--- src/rtl/uart_pkg.sv ---
// rtl/uart_pkg.sv - shared UART constants and receiver state encoding
package uart_pkg;

    localparam int CLKS_PER_BIT_DEFAULT = 5209;
    localparam int DATA_BITS            = 8;

    typedef enum logic [2:0] {
        RX_IDLE  = 3'd0,
        RX_START = 3'd1,
        RX_DATA  = 3'd2,
        RX_STOP  = 3'd3,
        RX_BREAK = 3'd4
    } rx_state_t;

endpackage

--- src/rtl/uart_sync2.sv ---
// rtl/uart_sync2.sv - two-flop synchronizer with a parameterized reset value
module uart_sync2 #(
    parameter logic RESET_VAL = 1'b1
) (
    input  logic clk,
    input  logic reset,
    input  logic raw,
    output logic synced
);

    logic s1;

    always_ff @(posedge clk) begin
        if (reset) begin
            s1     <= RESET_VAL;
            synced <= RESET_VAL;
        end else begin
            s1     <= raw;
            synced <= s1;
        end
    end

endmodule

--- src/rtl/uart_rx.sv ---
// rtl/uart_rx.sv - 8N1 UART receiver with mid-bit sampling and framing-error strobe
module uart_rx
    import uart_pkg::*;
#(
    parameter int CLKS_PER_BIT = CLKS_PER_BIT_DEFAULT
) (
    input  logic                 clk,
    input  logic                 reset,
    input  logic                 RxD,
    output logic [DATA_BITS-1:0] data,
    output logic                 data_valid,
    output logic                 framing_error,
    output logic                 busy
);

    localparam int HALF_BIT = CLKS_PER_BIT / 2;
    localparam int CW       = $clog2(CLKS_PER_BIT);
    localparam logic [CW-1:0] HALF_LAST = CW'(HALF_BIT - 1);
    localparam logic [CW-1:0] BIT_LAST  = CW'(CLKS_PER_BIT - 1);
    localparam logic [2:0]    LAST_BIT  = 3'(DATA_BITS - 1);

    rx_state_t             state;
    rx_state_t             state_next;
    logic [CW-1:0]         cnt;
    logic [2:0]            bit_cnt;
    logic [DATA_BITS-1:0]  shreg;
    logic                  rx_s;
    logic                  half_done;
    logic                  bit_done;

    uart_sync2 #(.RESET_VAL(1'b1)) u_sync (
        .clk    (clk),
        .reset  (reset),
        .raw    (RxD),
        .synced (rx_s)
    );

    assign half_done = (cnt == HALF_LAST);
    assign bit_done  = (cnt == BIT_LAST);

    always_ff @(posedge clk) begin
        if (reset) begin
            state <= RX_IDLE;
        end else begin
            state <= state_next;
        end
    end

    always_comb begin
        state_next = state;
        case (state)
            RX_IDLE:  if (!rx_s) state_next = RX_START;
            // A start bit that is high again at mid-bit was only a glitch.
            RX_START: if (half_done) state_next = rx_s ? RX_IDLE : RX_DATA;
            RX_DATA:  if (bit_done && bit_cnt == LAST_BIT) state_next = RX_STOP;
            RX_STOP:  if (bit_done) state_next = rx_s ? RX_IDLE : RX_BREAK;
            RX_BREAK: if (rx_s) state_next = RX_IDLE;
            default:  state_next = RX_IDLE;
        endcase
    end

    always_ff @(posedge clk) begin
        if (reset) begin
            cnt           <= '0;
            bit_cnt       <= '0;
            shreg         <= '0;
            data          <= '0;
            data_valid    <= 1'b0;
            framing_error <= 1'b0;
        end else begin
            data_valid    <= 1'b0;
            framing_error <= 1'b0;

            if (state_next != state || (state == RX_DATA && bit_done)) begin
                cnt <= '0;
            end else begin
                cnt <= cnt + 1'b1;
            end

            if (state == RX_START && state_next == RX_DATA) begin
                bit_cnt <= '0;
            end

            if (state == RX_DATA && bit_done) begin
                shreg   <= {rx_s, shreg[DATA_BITS-1:1]};
                bit_cnt <= bit_cnt + 3'd1;
            end

            // Bad stop bit leaves the previous good byte on data.
            if (state == RX_STOP && bit_done) begin
                if (rx_s) begin
                    data       <= shreg;
                    data_valid <= 1'b1;
                end else begin
                    framing_error <= 1'b1;
                end
            end
        end
    end

    always_comb begin
        busy = (state != RX_IDLE);
    end

endmodule
--- config.mk ---
export PLATFORM = sky130hd
export DESIGN_NAME = uart_rx
export DESIGN_NICKNAME = d
export VERILOG_FILES = /design/src/rtl/uart_pkg.sv /design/src/rtl/uart_sync2.sv /design/src/rtl/uart_rx.sv
export SDC_FILE = /design/constraint.sdc
export NUM_CORES = 1
export LEC_CHECK = 0
export CORE_UTILIZATION = 54
export DETAILED_ROUTE_END_ITERATION = 7
export PLACE_DENSITY = 0.75
export RECOVER_POWER = 25
export SKIP_CTS_REPAIR_TIMING = 1
export SLEW_MARGIN = 20
export SYNTH_ARGS = -nofsm -noshare
export SYNTH_HDL_FRONTEND = slang
export SYNTH_SLANG_ARGS = --single-unit
--- constraint.sdc ---
create_clock -name clk -period 1.9 [get_ports clk]
set_input_delay 0.285 -clock clk [delete_from_list [all_inputs] [get_ports clk]]
set_output_delay 0.285 -clock clk [all_outputs]
set_load 0.03 [all_outputs]
==> impl_metrics.csv, run 1 <==
group,metric,value,unit
logic_synthesis,netlist_instances,190,
place,dpl_cell_area,1932,sq um
timing,rsz0062_at_grt,"no",
cts,clk_latency,340,ps
floorplanning,dieWidth,58.69,um
worst_setup_path,r2r_start,"cnt[0]$_SDFF_PP0_",
worst_setup_path,rr_worst_depth,7,
floorplanning,fp-row-count,20,
worst_setup_path,cp_max_fo,14,
final_layout,area_delta_synth_final,13.99,%
timing,tightest_slew,440.5,ps
worst_setup_path,cp-end-kind,"register",
logic_synthesis,yosys_warnings,0,
final_layout,n_antenna_cell,0,
logic_synthesis,ys_ff_latch,39,
final_layout,finalInstanceArea,1978,sq um
logic_synthesis,syn-num-nets,197,
logic_synthesis,synth_edf_count,0,
final_layout,final_common_cell,"dfxtp_1",
routing,finalWirelength,3429,um
timing,timing.slew.headroom,70.41,%
worst_setup_path,crit_path_start,"cnt[0]$_SDFF_PP0_",
floorplanning,initial_core_util,56.84,%
final_layout,nFillCells,281,
cts,numClockSinks,39,
min_path,worstHoldPathType,"register to register",
place,place_inst,242,
cts,cts_tree,"done",
cts,clk_pin_slew,110,ps
power_and_ir_drop,p_int,997.3,uW
timing,final.setup.tns,0,ps
global_route,antenna_found_initial,0,
timing,min_period,1741,ps
logic_synthesis,async_reset_ff_share,0,%
routing,drc_errors,0,
worst_setup_path,crit_path_start_kind,"register",
outcome,status,"finished clean",
final_layout,final_cell_mix,"38 x dfxtp_1, 28 x nor2_1, 15 x nand4_1",
logic_synthesis,yosys_most_used_dff,"dfxtp_1",
cts,cts.path.max_buffers,2,
power_and_ir_drop,switching_share,23.30,%
min_path,min_path_cells,1,
timing,finalHoldViolCount,0,
flow_run,maxCapViolCount,0,
routing,drt-initial-drc-count,47,
cts,clockRootBuffer,"clkbuf_4",
floorplanning,core_area,3053,sq um
logic_synthesis,yosysSeqAreaShare,44.99,%
final_layout,num-nets-final,212,
min_path,hold_start,"u_sync.s1$_SDFF_PP1_",
logic_synthesis,syn_avg_cell_area,9.134,sq um
place,globalplace.congestion,0.8526,
logic_synthesis,synth_area,1735,sq um
final_layout,layout-drive-gt1-share,10.19,%
power_and_ir_drop,p_leak,0.0007352,uW
place,place_hpwl,2416,um
global_route,grt_max_degree,26,
routing,dr_total_vias,1416,
worst_setup_path,arrival,1980,ps
global_route,grt_util_all_layers,22.26,%
worst_setup_path,critPathKind,"register to register",
cts,htree_levels,2,
routing,viasPerCell,5.664,
power_and_ir_drop,power.density,657.3,nW/um^2
global_route,grt_pass1_wl,5720,um
global_route,grt_pass1_vias,1257,
floorplanning,io_pins,14,
place,portBuffers,13,
timing,post-route-period-util,91.63,%
routing,avgRoutedWirePerCell,13.72,um
power_and_ir_drop,pwr-share-comb,4.7,%
floorplanning,die_y,58.69,um
floorplanning,die_area,3445,sq um
final_layout,stdcell_count,250,
worst_setup_path,critPathRequiredTime,2140,ps
power_and_ir_drop,ir_drop,0.4218,mV
timing,fmax,574.4,MHz
global_route,overflow,0,
cts,numCtsBuffers,5,
logic_synthesis,yosys.cell_types.count,36,
timing,fin_skew,5.238,ps
timing,fin_hold_ws,420.8,ps
timing,final_max_slew_viol_count,0,
timing,finalSetupViolations,0,
power_and_ir_drop,p_seq_share,64.4,%
power_and_ir_drop,clock_power_share,30.9,%
routing,firstDrtPassIters,5,
power_and_ir_drop,p_sw,302.9,uW
routing,ant_nets,0,
cells by family after synthesis:
group                      after synthesis  share of synthesized area [%]
AOI/OAI and AO/OA                       24                          8.724
muxes                                    8                          4.614
xor gates and xnor gates                11                          5.551
adders and majority gates                4                          2.884
buffers and inverters                   20                          5.984
DFF                                     39                          44.99
and+or+nand+nor                         84                          27.25
cell usage after synthesis, drive strengths merged (6+ instances only):
library cell	n	area, sq um
nand2	6	22.52
xor2	6	52.55
nand4	15	93.84
inv	6	22.52
nor2	28	105.1
o21ai	10	50.04
mux2i	8	80.08
dfxtp	39	780.8
nand3	6	30.03
a21oi	8	40.04
buf	9	62.55
metal layers:
layer,part of all wire [%],GRT usage [%],vias to the layer above
met2,45,33.66,40
li1,-,-,705
met1,48,30.13,666
met4,1.3,8.163,0
met5,0,0,-
met3,5.5,6.813,5
power groups by stage:
| stage | Clock [uW] | Sequential, uW | Combinational [uW] |
|---|---|---|---|
| CTS | 413 | 837 | 63.4 |
| floorplan | 0 | 851 | 45.7 |
| detailed placement | 0 | 856 | 62.5 |
| finish | 402 | 837 | 61.4 |
| global placement | 0 | 855 | 61.2 |
| global route | 443 | 839 | 67.2 |
worst max-delay path, cell delays in order, from the launching register on:
cell	delay, ps
dfxtp_1	360
inv_1	70
ha_1	150
nor4bb_1	340
and4_1	290
buf_12	160
mux2i_1	200
nor2_1	60
cell type report:
cell class | instances | area [sq um] | area share, %
clock buffers | 7 | 45.04 | 2.277
multi-input cells | 131 | 852.1 | 43.07
well taps | 44 | 55.05 | 2.783
flip-flops and latches | 39 | 782.0 | 39.53
repair buffers | 22 | 216.5 | 10.94
inverters | 6 | 22.52 | 1.139
clock inverters | 1 | 5.005 | 0.2530
flip-flops by register name, indices dropped and copies added, names as in the netlist:
signal	cells
cnt	13
data	8
shreg	8
bit_cnt	3
state	3
data_valid	1
framing_error	1
u_sync.s1	1
u_sync.synced	1
metrics by stage:
step / total power [uW] / setup slack (ps) / util [%]
finish: 1300 / 159.0 / 64.80
global route: 1349 / 7.895 / 64.80
CTS: 1314 / -140.1 / 64.92
detailed placement: 918.4 / 139.6 / 63.28
global placement: 916.3 / 207.5 / 63.28
floorplan: 896.5 / 330.4 / -
path summary, 6_finish.rpt:
kind                                            endpoint  slack, ps
worst min register to register  u_sync.synced$_SDFF_PP1_        420
worst min-delay path            u_sync.synced$_SDFF_PP1_        420
worst max-delay path               shreg[3]$_SDFFE_PP0P_        160
worst max register to register     shreg[3]$_SDFFE_PP0P_        160
(Power assumes the default switching activity.)
==> run 2, diff against run 1 <==
PLACE_DENSITY = not set   (was 0.75)
PLACE_DENSITY_LB_ADDON = 0.3   (was not set)
SLEW_MARGIN = 15   (was 20)
==> run 2 against run 1 <==
Net effect:
- die area did not move
- first-iteration DRC count up 40%
- setup slack worse by 59 ps
- power down 0.46%
- maximum frequency fell by 3.3%
- clock skew increased by 4.7 ps
- cell count fell by 0.40%
- clock-buffer cell count stayed put
- largest cell class unchanged
- combinational power barely moved
- non-clock buffer count is 1 lower
- via count up 0.56%
- global-route usage fell by 1.2 points
==> impl_metrics.csv, run 2 (synthesis gave the netlist of run 1 again) <==
group,metric,value,unit
outcome,status,"finished clean",
cts,clockRootBuffer,"clkbuf_4",
final_layout,top_regs,"cnt: 13 flops, data: 8 flops, shreg: 8 flops",
worst_setup_path,arrival,2080,ps
worst_setup_path,reg2reg_to,"state[2]$_SDFF_PP0_",
floorplanning,core_area,3053,sq um
worst_setup_path,critPathRequiredTime,2180,ps
power_and_ir_drop,switching_share,22.96,%
timing,tightest_slew,389.5,ps
timing,post-route-period-util,94.74,%
place,preCtsSetupSlack,67.24,ps
place,portBuffers,13,
final_layout,num-nets-final,211,
timing,final_max_slew_viol_count,0,
routing,ant_nets,0,
final_layout,final_cell_mix,"38 x dfxtp_1, 28 x nor2_1, 15 x nand4_1",
cts,numClockSinks,39,
timing,finalSetupViolations,0,
timing,timing.slew.headroom,73.83,%
routing,drc_errors,0,
timing,fin_ws,99.88,ps
timing,finalHoldViolCount,0,
timing,fmax,555.5,MHz
floorplanning,dieWidth,58.69,um
floorplanning,die_area,3445,sq um
worst_setup_path,crit_path_start_kind,"register",
final_layout,final_common_cell,"dfxtp_1",
cts,numCtsBuffers,5,
worst_setup_path,cp_max_fo,11,
floorplanning,io_pins,14,
power_and_ir_drop,ir_drop,0.4512,mV
global_route,grt_pass1_wl,5437,um
timing,fin_skew,9.971,ps
timing,min_period,1800,ps
routing,avgRoutedWirePerCell,13.44,um
worst_setup_path,rrSetupSlack,100,ps
floorplanning,die_y,58.69,um
min_path,hold_end,"u_sync.synced$_SDFF_PP1_",
final_layout,nFillCells,252,
power_and_ir_drop,pwr-share-comb,4.7,%
min_path,min_path_cells,1,
power_and_ir_drop,power.total,1294,uW
worst_setup_path,rr_worst_depth,6,
power_and_ir_drop,p_int,997.1,uW
final_layout,regMostFlops,"cnt",
final_layout,n_antenna_cell,0,
routing,viasPerCell,5.719,
min_path,hold_start,"u_sync.s1$_SDFF_PP1_",
routing,firstDrtPassIters,4,
flow_run,maxCapViolCount,0,
routing,dr_total_vias,1424,
routing,drt-initial-drc-count,66,
cts,clk_latency,340,ps
worst_setup_path,r2r_start,"cnt[0]$_SDFF_PP0_",
global_route,overflow,0,
final_layout,layout-drive-gt1-share,10.24,%
cts,cts_tree,"done",
power_and_ir_drop,power.density,654.7,nW/um^2
final_layout,area_delta_synth_final,13.92,%
cts,htree_levels,2,
power_and_ir_drop,clock_power_share,30.5,%
global_route,grt_max_degree,26,
routing,finalWirelength,3346,um
floorplanning,initial_core_util,56.84,%
final_layout,largest_reg_flops,13,
floorplanning,fp-row-count,20,
global_route,grt_pass1_vias,1182,
place,place_hpwl,2402,um
global_route,antenna_found_initial,0,
place,globalplace.congestion,0.8657,
min_path,worstHoldPathType,"register to register",
cts,cts.path.max_buffers,2,
power_and_ir_drop,p_seq_share,64.7,%
global_route,grt_util_all_layers,21.10,%
cts,clk_pin_slew,110,ps
power_and_ir_drop,p_sw,297.2,uW
worst_setup_path,critPathKind,"register to register",
worst_setup_path,cp-end-kind,"register",
power_and_ir_drop,p_leak,0.0007193,uW
## run 2: cell types whose count changed in the layout (fill, tap and decap cells not counted)
cell,previous run,this run
buf_4,7,6
clkdlybuf4s50_1,3,6
dlygate4sd3_1,9,6
nor4_1,1,0
nor4_2,0,1
## run 2: worst max path at each step
stage                        start                      end  cells after the start
6_report         cnt[0]$_SDFF_PP0_      state[2]$_SDFF_PP0_                      6
5_1_grt          cnt[0]$_SDFF_PP0_     data[6]$_SDFFE_PP0P_                      7
4_1_cts        state[0]$_SDFF_PP0_                     busy                      3
3_5_place_dp     cnt[0]$_SDFF_PP0_      state[2]$_SDFF_PP0_                      6
3_3_place_gp     cnt[2]$_SDFF_PP0_  bit_cnt[1]$_SDFFE_PP0P_                      4
2_1_floorplan    cnt[0]$_SDFF_PP0_        cnt[5]$_SDFF_PP0_                      7
## run 2: final cells by class
class | instances | area (sq um) | share of cell area, %
Clock buffer | 7 | 45.04 | 2.278
Sequential cell | 39 | 782.0 | 39.56
Multi-Input combinational cell | 131 | 858.3 | 43.42
Inverter | 6 | 22.52 | 1.139
Tap cell | 44 | 55.05 | 2.785
Timing Repair Buffer | 21 | 209.0 | 10.57
Clock inverter | 1 | 5.005 | 0.2532
## run 2: power groups by stage
| stage | logic [uW] | registers [uW] | clock network, uW |
|---|---|---|---|
| finish | 61.4 | 838 | 395 |
| global route | 67.9 | 839 | 436 |
| CTS | 63.1 | 837 | 407 |
| detailed placement | 62.6 | 856 | 0 |
| global placement | 61.5 | 855 | 0 |
| floorplan | 45.7 | 851 | 0 |
## run 2: routing by layer
layer	vias to the layer above	wire, um	track usage [%]
met3	8	204	7.473
met2	45	1505	29.89
met4	0	68	9.864
li1	701	-	-
met5	-	0	0
met1	670	1567	28.71
## run 2: critical path: stages (launching register included)
cell      delay, ps
dfxtp_1         370
inv_1            80
ha_1            150
nor4bb_1        360
and4_2          420
and4_1          260
a31o_2          110
## run 2: metrics by stage
step                instances  cell area (sq um)  utilization [%]  setup TNS [ps]  hold WS [ps]
floorplan                 190               1735                -               0         388.8
global placement          241               1924            63.03               0         395.6
detailed placement        241               1924            63.03               0         401.7
CTS                       249               1974            64.67          -145.9         428.2
global route              249               1977            64.75          -523.1         443.6
finish                    249               1977            64.75               0         423.9
==> run 3, diff against run 2 <==
CORE_ASPECT_RATIO = 0.9   (was not set)
==> run 3 against run 2 <==
Net effect:
- clock skew is 3.7 ps lower
- clock-buffer cell count is 1 lower
- utilization is 0.077 points higher
- register-to-register slack hardly changed
- clock power is 17% higher
- cell count is 0.80% lower
- combinational power is 4.6% higher
- global-route usage is 1.5 points higher
==> impl_metrics.csv, run 3 (synthesis gave the netlist of run 1 again) <==
group,metric,value,unit
min_path,min_path_cells,1,
routing,firstDrtPassIters,4,
final_layout,finalInstanceArea,1988,sq um
routing,ant_nets,0,
routing,viasPerCell,5.818,
final_layout,area_delta_synth_final,14.56,%
worst_setup_path,arrival,2030,ps
final_layout,nFillCells,267,
power_and_ir_drop,ir_drop,0.5824,mV
final_layout,top_regs,"cnt: 13 flops, data: 8 flops, shreg: 8 flops",
floorplanning,initial_core_util,56.59,%
final_layout,num-nets-final,211,
timing,final_max_slew_viol_count,0,
cts,clockRootBuffer,"clkbuf_4",
place,portBuffers,13,
worst_setup_path,critPathKind,"register to register",
timing,fmax,555.2,MHz
power_and_ir_drop,p_sw,325.9,uW
worst_setup_path,path_buf_inv,0,
worst_setup_path,cp_max_fo,5,
final_layout,largest_reg_flops,13,
floorplanning,die_area,3445,sq um
worst_setup_path,cpPeakStageDelay,420,ps
place,dpl_cell_area,1909,sq um
global_route,grt_pass1_vias,1315,
global_route,antenna_found_initial,0,
worst_setup_path,crit_path_start_kind,"register",
outcome,status,"finished clean",
global_route,met2_usage,30.72,%
min_path,hold_start,"u_sync.s1$_SDFF_PP1_",
floorplanning,die_y,55.78,um
power_and_ir_drop,pwr-share-comb,4.7,%
final_layout,regMostFlops,"cnt",
power_and_ir_drop,p_int,1037,uW
min_path,worstHoldPathType,"register to register",
cts,numCtsBuffers,5,
power_and_ir_drop,switching_share,23.92,%
place,place_inst,239,
cts,cts_tree,"done",
final_layout,final_cell_mix,"38 x dfxtp_1, 28 x nor2_1, 15 x nand4_1",
global_route,gr-usage-met1,32.38,%
timing,finalSetupViolations,0,
place,globalplace.congestion,0.8130,
timing,finalHoldViolCount,0,
routing,drc_errors,0,
global_route,grt_busiest_layer,"met1",
routing,drt-initial-drc-count,142,
cts,numClockSinks,39,
final_layout,stdcell_count,247,
min_path,hold_end,"u_sync.synced$_SDFF_PP1_",
worst_setup_path,rrSetupSlack,100,ps
worst_setup_path,r2r_start,"cnt[0]$_SDFF_PP0_",
worst_setup_path,rr_worst_depth,5,
timing,post-route-period-util,94.79,%
cts,cts.path.max_buffers,2,
power_and_ir_drop,p_leak,0.0007328,uW
worst_setup_path,cp_cell_sequence,"ha_1, and4b_1, nand4_1, nor4_2, o41ai_1",
place,place_hpwl,2447,um
worst_setup_path,crit_family,"simple AND/OR/NAND/NOR gates",
power_and_ir_drop,power.density,685.3,nW/um^2
worst_setup_path,slowest_stage,"dfxtp_1",
power_and_ir_drop,p_seq_share,61.5,%
routing,finalWirelength,3459,um
timing,min_period,1801,ps
flow_run,maxCapViolCount,0,
floorplanning,dieWidth,61.76,um
final_layout,layout-drive-gt1-share,12.20,%
worst_setup_path,critPathRequiredTime,2130,ps
global_route,grt_util_all_layers,22.56,%
global_route,grt_pass1_wl,5706,um
routing,avgRoutedWirePerCell,14.00,um
floorplanning,fp-row-count,19,
power_and_ir_drop,clock_power_share,33.8,%
final_layout,final_common_cell,"dfxtp_1",
global_route,use_met3,5.814,%
cts,clk_pin_slew,120,ps
routing,dr_total_vias,1437,
cts,htree_levels,2,
final_layout,finish.utilization,64.83,%
cts,clk_latency,350,ps
global_route,overflow,0,
final_layout,n_antenna_cell,0,
timing,timing.slew.headroom,70.85,%
worst_setup_path,cp-end-kind,"register",
floorplanning,core_area,3067,sq um
timing,fin_skew,6.297,ps
global_route,grt_max_degree,26,
worst_setup_path,reg2reg_to,"bit_cnt[1]$_SDFFE_PP0P_",
floorplanning,io_pins,14,
timing,tightest_slew,433.6,ps
==> run 3: worst max path at each step <==
stage                                   start                 endpoint  cells past startpoint  slack [ps]
after floorplan             cnt[0]$_SDFF_PP0_        cnt[5]$_SDFF_PP0_                      7         330
after global placement      cnt[0]$_SDFF_PP0_    shreg[0]$_SDFFE_PP0P_                      6         110
after detailed placement    cnt[0]$_SDFF_PP0_      state[2]$_SDFF_PP0_                      6         0.2
after CTS                 state[0]$_SDFF_PP0_                     busy                      3        -120
after global routing        cnt[0]$_SDFF_PP0_    shreg[5]$_SDFFE_PP0P_                      6         -60
final                       cnt[0]$_SDFF_PP0_  bit_cnt[1]$_SDFFE_PP0P_                      5         100
==> run 3: power by group through the flow <==
stage | registers [uW] | logic, uW | clock network [uW]
floorplan | 851 | 45.7 | 0
global placement | 855 | 62.9 | 0
detailed placement | 856 | 64.5 | 0
CTS | 837 | 64.8 | 470
global route | 840 | 71.1 | 502
finish | 838 | 64.2 | 461
==> run 3: cell type report <==
| class | instances | area (sq um) | share of cell area [%] |
|---|---|---|---|
| Clock buffer | 6 | 51.30 | 2.580 |
| Clock inverter | 2 | 16.27 | 0.8181 |
| Multi-Input combinational cell | 131 | 867.1 | 43.61 |
| Inverter | 6 | 22.52 | 1.133 |
| Timing Repair Buffer | 21 | 196.4 | 9.880 |
| Sequential cell | 39 | 782.0 | 39.33 |
| Tap cell | 42 | 52.55 | 2.643 |
==> run 3: per-stage QoR <==
step | total power, uW | worst slack, ps | setup TNS, ps | hold WS, ps
final | 1363 | 98.93 | 0 | 423.3
after CTS | 1372 | -120.2 | -184.6 | 428.2
after detailed placement | 920.0 | 0.1582 | 0 | 399.8
after floorplan | 896.5 | 330.4 | 0 | 388.8
after global routing | 1413 | -58.06 | -155.9 | 451.4
after global placement | 918.2 | 106.8 | 0 | 394.7
==> run 3: routing by layer <==
layer | share of wire, % | vias to the layer above
met5 | 0 | -
met4 | 2.8 | 0
met3 | 4.9 | 13
met2 | 45 | 36
met1 | 47 | 678
li1 | - | 710
